**src/rtl/iter_shift_unit.sv**
```systemverilog
// Multi-cycle shifter (SLL/SRL/SRA/ROTR): moves up to STEP bit positions per cycle, valid/ready in and out.
// Optional rotate datapath enabled by defining ITER_SHIFT_ROTATE_EN; otherwise op=10 returns 0 in one cycle.
module iter_shift_unit #(
    parameter int WIDTH = 32,
    parameter int STEP  = 4
) (
    input  logic             clk,
    input  logic             reset,
    input  logic             in_valid,
    output logic             in_ready,
    input  logic [1:0]       op,
    input  logic [WIDTH-1:0] a,
    input  logic [WIDTH-1:0] b,
    output logic             out_valid,
    input  logic             out_ready,
    output logic [WIDTH-1:0] result,
    output logic             busy
);
    localparam int AW = $clog2(WIDTH);

    localparam logic [1:0] OP_SLL  = 2'b00;
    localparam logic [1:0] OP_SRL  = 2'b01;
    localparam logic [1:0] OP_ROTR = 2'b10;
    localparam logic [1:0] OP_SRA  = 2'b11;

`ifdef ITER_SHIFT_ROTATE_EN
    localparam bit ROT_EN = 1'b1;
`else
    localparam bit ROT_EN = 1'b0;
`endif

    typedef enum logic [1:0] {S_IDLE, S_SHIFT, S_DONE} state_t;

    state_t           r_state;
    state_t           w_next;
    logic [1:0]       r_op;
    logic [AW-1:0]    r_rem;
    logic [WIDTH-1:0] r_result;

    logic [AW-1:0]    w_amt;
    logic [AW-1:0]    w_k;
    logic [WIDTH-1:0] w_step_res;
    logic             w_accept;
    logic             w_rot_off;
    logic             w_unused_b;

    assign w_amt      = b[AW-1:0];
    assign w_unused_b = ^b[WIDTH-1:AW];
    assign w_accept   = (r_state == S_IDLE) && in_valid;
    // Without the rotate datapath, ROTR degenerates to a zero result with no shift phase.
    assign w_rot_off  = !ROT_EN && (op == OP_ROTR);
    assign result     = r_result;

    // Per-cycle shift amount: min(STEP, remaining)
    always_comb begin
        w_k = r_rem;
        if (STEP < WIDTH) begin
            if (r_rem >= AW'(STEP)) w_k = AW'(STEP);
        end
    end

`ifdef ITER_SHIFT_ROTATE_EN
    logic [AW-1:0] w_kinv;
    assign w_kinv = AW'(0) - w_k;
`endif

    always_comb begin
        w_step_res = r_result;
        case (r_op)
            OP_SLL:  w_step_res = r_result << w_k;
            OP_SRL:  w_step_res = r_result >> w_k;
            // Sign bit never changes across SRA steps, so it always equals the original a MSB.
            OP_SRA:  w_step_res = $unsigned($signed(r_result) >>> w_k);
`ifdef ITER_SHIFT_ROTATE_EN
            OP_ROTR: w_step_res = (r_result >> w_k) | (r_result << w_kinv);
`endif
            default: w_step_res = r_result;
        endcase
    end

    always_ff @(posedge clk) begin
        if (reset) r_state <= S_IDLE;
        else       r_state <= w_next;
    end

    always_comb begin
        w_next    = r_state;
        in_ready  = 1'b0;
        out_valid = 1'b0;
        busy      = 1'b0;
        case (r_state)
            S_IDLE: begin
                in_ready = 1'b1;
                if (in_valid) w_next = (w_rot_off || w_amt == '0) ? S_DONE : S_SHIFT;
            end
            S_SHIFT: begin
                busy = 1'b1;
                if (r_rem == w_k) w_next = S_DONE;
            end
            S_DONE: begin
                busy      = 1'b1;
                out_valid = 1'b1;
                if (out_ready) w_next = S_IDLE;
            end
            default: w_next = S_IDLE;
        endcase
    end

    always_ff @(posedge clk) begin
        if (reset) begin
            r_op     <= OP_SLL;
            r_rem    <= '0;
            r_result <= '0;
        end else if (w_accept) begin
            r_op     <= op;
            r_rem    <= w_rot_off ? '0 : w_amt;
            r_result <= w_rot_off ? '0 : a;
        end else if (r_state == S_SHIFT) begin
            r_rem    <= r_rem - w_k;
            r_result <= w_step_res;
        end
    end
endmodule
```
**config.mk**
```make
export PLATFORM = sky130hd
export DESIGN_NAME = iter_shift_unit
export DESIGN_NICKNAME = d
export VERILOG_FILES = /design/src/rtl/iter_shift_unit.sv
export SDC_FILE = /design/constraint.sdc
export NUM_CORES = 1
export LEC_CHECK = 0
export CAP_MARGIN = 20
export CORE_ASPECT_RATIO = 1.75
export CORE_MARGIN = 2
export CORE_UTILIZATION = 56
export DETAILED_ROUTE_END_ITERATION = 16
export HOLD_SLACK_MARGIN = 0.02
export MAX_ROUTING_LAYER = met4
export PLACE_DENSITY = 0.95
export SLEW_MARGIN = 20
export SYNTH_ARGS = -nofsm -noshare
export SYNTH_HDL_FRONTEND = slang
export SYNTH_SLANG_ARGS = --single-unit
```
**constraint.sdc**
```tcl
create_clock -name clk -period 4.6 [get_ports clk]
set_input_delay 0.92 -clock clk [delete_from_list [all_inputs] [get_ports clk]]
set_output_delay 0.92 -clock clk [all_outputs]
set_load 0.01 [all_outputs]
```
Word-level counts from Yosys, hierarchy flattened
Cells that the tools add are included.
- add/sub/neg operators: 1
- order comparisons: 1
- eq/ne operators: 9
- shift-type cells: 3
- muxes and demuxes: 16
- reductions and logical operators: 10
- operators with widths (cell ; number):
    two-way mux 32 bit ; 3
    case mux 32 bit (3 select lines) ; 1
    left shift 32 x 5 -> 32 bit ; 1
    right shift 32 x 5 -> 32 bit ; 1
    >>> shifter 32 x 5 -> 32 bit ; 1
    two-way mux 5 bit ; 4
    two-way mux 2 bit ; 4
    equality test 2 bit (second input constant) ; 3
    inequality test 2 bit (second input constant) ; 3
    case mux 2 bit (3 select lines) ; 1
    equality test 5 bit ; 1
    greater-or-equal comparator 5 x 3 -> 1 bit (second input constant) ; 1
    logical NOT 5 bit ; 1
    subtractor 5 bit ; 1
    equality test 2 x 1 -> 1 bit (second input constant) ; 2
    logical NOT 2 bit ; 2
    nonzero test 4 bit ; 1
    two-way mux 1 bit ; 3
    AND reduction 3 bit ; 1
    AND reduction 2 bit ; 1
    nonzero test 2 bit ; 1
    OR reduction 2 bit ; 1
    logical AND 1 bit ; 1
    logical OR 1 bit ; 1
- register bits after elaboration: 41
- input port bits: 70
- output and inout bits: 35
- word-level logic and storage cells: 44

Longest topological paths before layout
- depth in word-level cells: 6
- depth in mapped cells: 10
- gate-level depth less buffers: 7

Least setup slack after synthesis
No wires, ideal clock.
- kind: flip-flop to flip-flop
- start point: register r_rem[1]
- end point: register r_rem[4]
- setup time: 0.071 ns
- arrival time: 2.252 ns
- data required time: 4.529 ns
- setup slack: 2.278 ns
- cell stages (with the launch flop): 10
- buffers on the path: 4
- period minus slack after synthesis: 2.322 ns
- path through: dfxtp_1 > buf_2 > buf_1 > clkbuf_1 > buf_1 > nand2_1 > ha_1 > a2111oi_0 > o211ai_1 > a21oi_1
- cells in the longest elaborated chain, start to end: 5
- ends and longest elaborated chain (item ; line ; source):
    from (decl) ; 37 ; logic [AW-1:0] r_rem;
    from (signal assigned) ; 116 ; r_rem <= w_rot_off ? '0 : w_amt;
    from (signal assigned) ; 119 ; r_rem <= r_rem - w_k;
    greater-or-equal comparator 5 x 3 -> 1 bit ; 58 ; if (r_rem >= AW'(STEP)) w_k = AW'(STEP);
    two-way mux 5 bit ; 58 ;
    subtractor 5 bit * ; 119 ;
    two-way mux 5 bit * ; 118 ; end else if (r_state == S_SHIFT) begin
    two-way mux 5 bit * ; 114 ; end else if (w_accept) begin
Every way passes the cells marked *; elsewhere a longest branch is shown, timed or not. The select of a mux whose other input is x is not followed.
A chain may end at the register's enable or synchronous reset.

Worst setup path after layout
- start point: input in_valid
- end point: register r_result[19] (netlist: result[19])
- cells in the longest elaborated chain, start to end: 3
- elaborated cells between the ends (all ways): 5
- classes of those cells: mux: 1; reduce/logical: 4
- ends and longest elaborated chain (item ; line ; source):
    from (decl) ; 9 ; input logic in_valid,
    logical AND 1 bit * ; 49 ; assign w_accept = (r_state == S_IDLE) && in_valid;
    nonzero test 4 bit (no source line) or nonzero test 2 bit (tied branches) ; - ;
    AND reduction 2 bit (no source line) ; - ;
    to (signal assigned) ; 117 ; r_result <= w_rot_off ? '0 : a;
    to (signal assigned) ; 120 ; r_result <= w_step_res;
    to (decl) ; 38 ; logic [WIDTH-1:0] r_result;
Every way passes the cells marked *; elsewhere a longest branch is shown, timed or not.

==> impl_metrics.prom <==
# TYPE chip_impl_metric gauge
chip_impl_metric{name="final-seq-area",unit="um^2"} 823
chip_impl_metric{name="slew-limit-headroom",unit="%"} 13.7
chip_impl_metric{name="design.portCount",unit=""} 105
chip_impl_metric{name="timing_max_transition_violations_final",unit=""} 0
chip_impl_metric{name="clkSlewWorstSetupHoldPaths",unit="ps"} 60
chip_impl_info{name="netlist.top_cell.by_area",value="dfxtp_1"} 1
chip_impl_metric{name="dpl_worst_slack",unit="ps"} 1280
chip_impl_metric{name="hold_slack",unit="ps"} 540
chip_impl_metric{name="hold_viol_final",unit=""} 0
chip_impl_metric{name="postCtsHoldBufs",unit=""} 0
chip_impl_metric{name="multi_input_comb_area",unit="um^2"} 3300
chip_impl_metric{name="achievable-frequency",unit="MHz"} 318
chip_impl_info{name="synth_top_flop_cell",value="dfxtp_1"} 1
chip_impl_metric{name="fillers",unit=""} 676
chip_impl_metric{name="tritoncts_buffers",unit=""} 5
chip_impl_metric{name="powerDensity",unit="nW/um^2"} 371
chip_impl_metric{name="globalRoute.totalOverflow",unit=""} 0
chip_impl_info{name="unrepaired_setup_endpoints_after_global_routing",value="no"} 1
chip_impl_metric{name="layout_setup_ws",unit="ps"} 1460
chip_impl_metric{name="initial_antenna_violation_count",unit=""} 0
chip_impl_metric{name="synth_seq_cells",unit=""} 41
chip_impl_metric{name="cts_resized",unit=""} 0
chip_impl_metric{name="finalWeightedCongestion",unit=""} 0.986
chip_impl_metric{name="drive_gt1_share",unit="%"} 8.07
chip_impl_metric{name="cts.sink_count",unit=""} 41
chip_impl_metric{name="peakVddDrop",unit="mV"} 0.325
chip_impl_metric{name="core_area",unit="um^2"} 7860
chip_impl_metric{name="worst-endpoint-required",unit="ps"} 4790
chip_impl_metric{name="rows",unit=""} 43
chip_impl_info{name="regToRegStartpoint",value="r_op[0]"} 1
chip_impl_metric{name="power_leakage",unit="nW"} 1.89
chip_impl_metric{name="hpwl_dp",unit="um"} 11200
chip_impl_metric{name="final_core_util",unit="%"} 67.5
chip_impl_metric{name="worstPathMaxFanout",unit=""} 17
chip_impl_metric{name="clockBufferDepth",unit=""} 2
chip_impl_metric{name="area_of_the_mapped_netlist",unit="um^2"} 4480
chip_impl_metric{name="ratio_of_final_minimum_period_to_clock_period",unit="%"} 68.3
chip_impl_info{name="synthMostInstantiatedCell",value="nand2_1"} 1
chip_impl_metric{name="first_global_vias",unit=""} 5344
chip_impl_metric{name="cap_violations",unit=""} 0
chip_impl_metric{name="layout.cells.non_filler",unit=""} 734
chip_impl_info{name="clockRootBuffer",value="clkbuf_16"} 1
chip_impl_info{name="min-delay-path-class",value="flip-flop to flip-flop"} 1
chip_impl_info{name="run_status",value="complete, no violations"} 1
chip_impl_metric{name="tightest_slew",unit="ps"} 1280
chip_impl_metric{name="detail_route.drc_violations",unit=""} 0
chip_impl_info{name="synthTopCellsByCount",value="nand2_1, a21oi_1, nor2_1, clkbuf_1, dfxtp_1"} 1
chip_impl_metric{name="synth_top_area_share",unit="%"} 18.3
chip_impl_info{name="endpoint_kind",value="flip-flop"} 1
chip_impl_metric{name="synth.yosys.seq_area_share",unit="%"} 18.3
chip_impl_metric{name="finClkSkew",unit="ps"} 6.37
chip_impl_metric{name="fp.dieArea",unit="um^2"} 8760
chip_impl_metric{name="routed_via_density",unit=""} 7.51
chip_impl_info{name="path_class",value="primary input to flip-flop"} 1
chip_impl_metric{name="cp_data_arrival_time",unit="ps"} 3330
chip_impl_metric{name="drt.antenna.violating_nets",unit=""} 0
chip_impl_metric{name="die_height",unit="um"} 122
chip_impl_metric{name="yosys_warnings",unit=""} 0
chip_impl_metric{name="area_delta_synth_final",unit="%"} 18.3
chip_impl_metric{name="syn-mean-instance-area",unit="um^2"} 7.19
chip_impl_info{name="cts_tree",value="done"} 1
chip_impl_metric{name="placement.io_buffers",unit=""} 77
chip_impl_metric{name="fin_setup_tns",unit="ps"} 0
chip_impl_metric{name="synth-edff-count",unit=""} 0
chip_impl_metric{name="post_cts_buffers",unit=""} 0
chip_impl_metric{name="synth_cells",unit=""} 623
chip_impl_metric{name="wl_per_cell",unit="um"} 23.3
chip_impl_metric{name="largest_net_degree_at_the_start_of_global_routing",unit=""} 43
chip_impl_metric{name="postSynth.asyncResetShare",unit="%"} 0
chip_impl_metric{name="dp.cells",unit=""} 727
chip_impl_metric{name="synth_nets",unit=""} 697
chip_impl_metric{name="routed-via-count",unit=""} 5509
chip_impl_metric{name="clkLatencyLatePin",unit="ps"} 290
chip_impl_metric{name="finalNetCount",unit=""} 718
chip_impl_metric{name="route.final.wire_length",unit="um"} 17100
chip_impl_metric{name="diodes",unit=""} 0
chip_impl_metric{name="gr-usage-all-layers",unit="%"} 40.3
chip_impl_metric{name="detailedRoute.firstIterationViolations",unit=""} 942
chip_impl_info{name="setup.worst_path.start",value="in_valid"} 1
chip_impl_metric{name="period_minus_slack",unit="ps"} 3140
chip_impl_metric{name="wire_length_of_the_first_global_routing_pass",unit="um"} 27000
chip_impl_metric{name="ctsHtreeMaxLevel",unit=""} 2
chip_impl_metric{name="drt-pass1-iter-count",unit=""} 6
chip_impl_metric{name="initial_utilization",unit="%"} 57.0
chip_impl_info{name="ys_top_cells_by_area",value="dfxtp_1, mux2i_1, nand2_1, a21oi_1, mux4_2"} 1
chip_impl_metric{name="post_synth_num_cell_types",unit=""} 62
chip_impl_metric{name="die_x",unit="um"} 71.6
chip_impl_info{name="hold_start",value="r_state[1]"} 1
chip_impl_metric{name="report.final.setup_viol",unit=""} 0
chip_impl_info{name="cp_launch_type",value="primary input"} 1
## placed cells by master, fill, tap and decap left out, drive strengths merged, types with 4 or more instances in the layout
master	netlist	routed
mux4	13	13
a31oi	8	8
mux2	13	13
dfxtp	41	41
a22oi	6	6
a211oi	12	12
nor3	17	17
a21o	7	7
nor2b	5	5
mux2i	38	38
buf	28	15
nor2	55	55
a2111oi	11	11
o221ai	5	5
o31ai	7	7
clkdlybuf4s50	0	77
a221o	8	8
nand2	92	92
a21oi	66	66
ha	4	4
inv	10	10
clkbuf	50	7
a311oi	5	5
a211o	4	4
nand3	20	20
a221oi	15	15
o21ai	23	23
nor4	5	5
o211ai	12	12
## per-stage QoR
step / power, mW / area (um^2)
5_1_grt: 2.05 / 5300
3_5_place_dp: 1.55 / 5160
6_report: 1.96 / 5300
4_1_cts: 1.92 / 5300
2_1_floorplan: 1.19 / 4480
3_3_place_gp: 1.52 / 5160
## metal layers
metal  global-route usage (%)  part of all wire [%]
met5                        -                     0
met3                     8.54                    11
met2                     64.7                    48
met4                     26.2                   7.3
met1                     44.6                    34
## flip-flops by register name, indices dropped and copies added, names as in the netlist
name     flops
result      32
r_op         2
r_rem        5
r_state      2
## power by group
part / switching [mW] / internal [mW] / total, mW
Clock: 0.156 / 0.214 / 0.370
Sequential: 0.173 / 0.414 / 0.587
Combinational: 0.571 / 0.436 / 1.01
Total: 0.900 / 1.06 / 1.96
## worst max-delay path, cell delays in order
cell and delay, ps:
clkdlybuf4s50_1 520, and2_1 530, and2_0 780, a21o_1 220
a221oi_1 60, a311oi_1 290
## logic make-up after synthesis
group | after synthesis | share of synthesized area, %
flops | 41 | 18.3
compound gates | 207 | 31.5
mux | 64 | 18.5
fa+ha+maj | 4 | 1.12
other cells | 1 | 0.0837
simple gates | 217 | 22.3
buf+inv | 89 | 8.27
## layout make-up
type	count	area share [%]
multi-input cells	493	62.2
flip-flops and latches	41	15.5
well taps	90	2.13
inverters	11	0.779
repair buffers	92	16.7
clock buffers	7	2.69
## worst paths after layout
| kind | slack (ps) | end | cells after the start |
|---|---|---|---|
| worst min register to register | 540 | r_state[1] | 2 |
| worst max register to register | 1670 | result[28] | 6 |
| worst min-delay path | 540 | r_state[1] | 2 |
| worst max-delay path | 1460 | result[19] | 6 |
No activity file was read; power rests on OpenSTA's default activity.
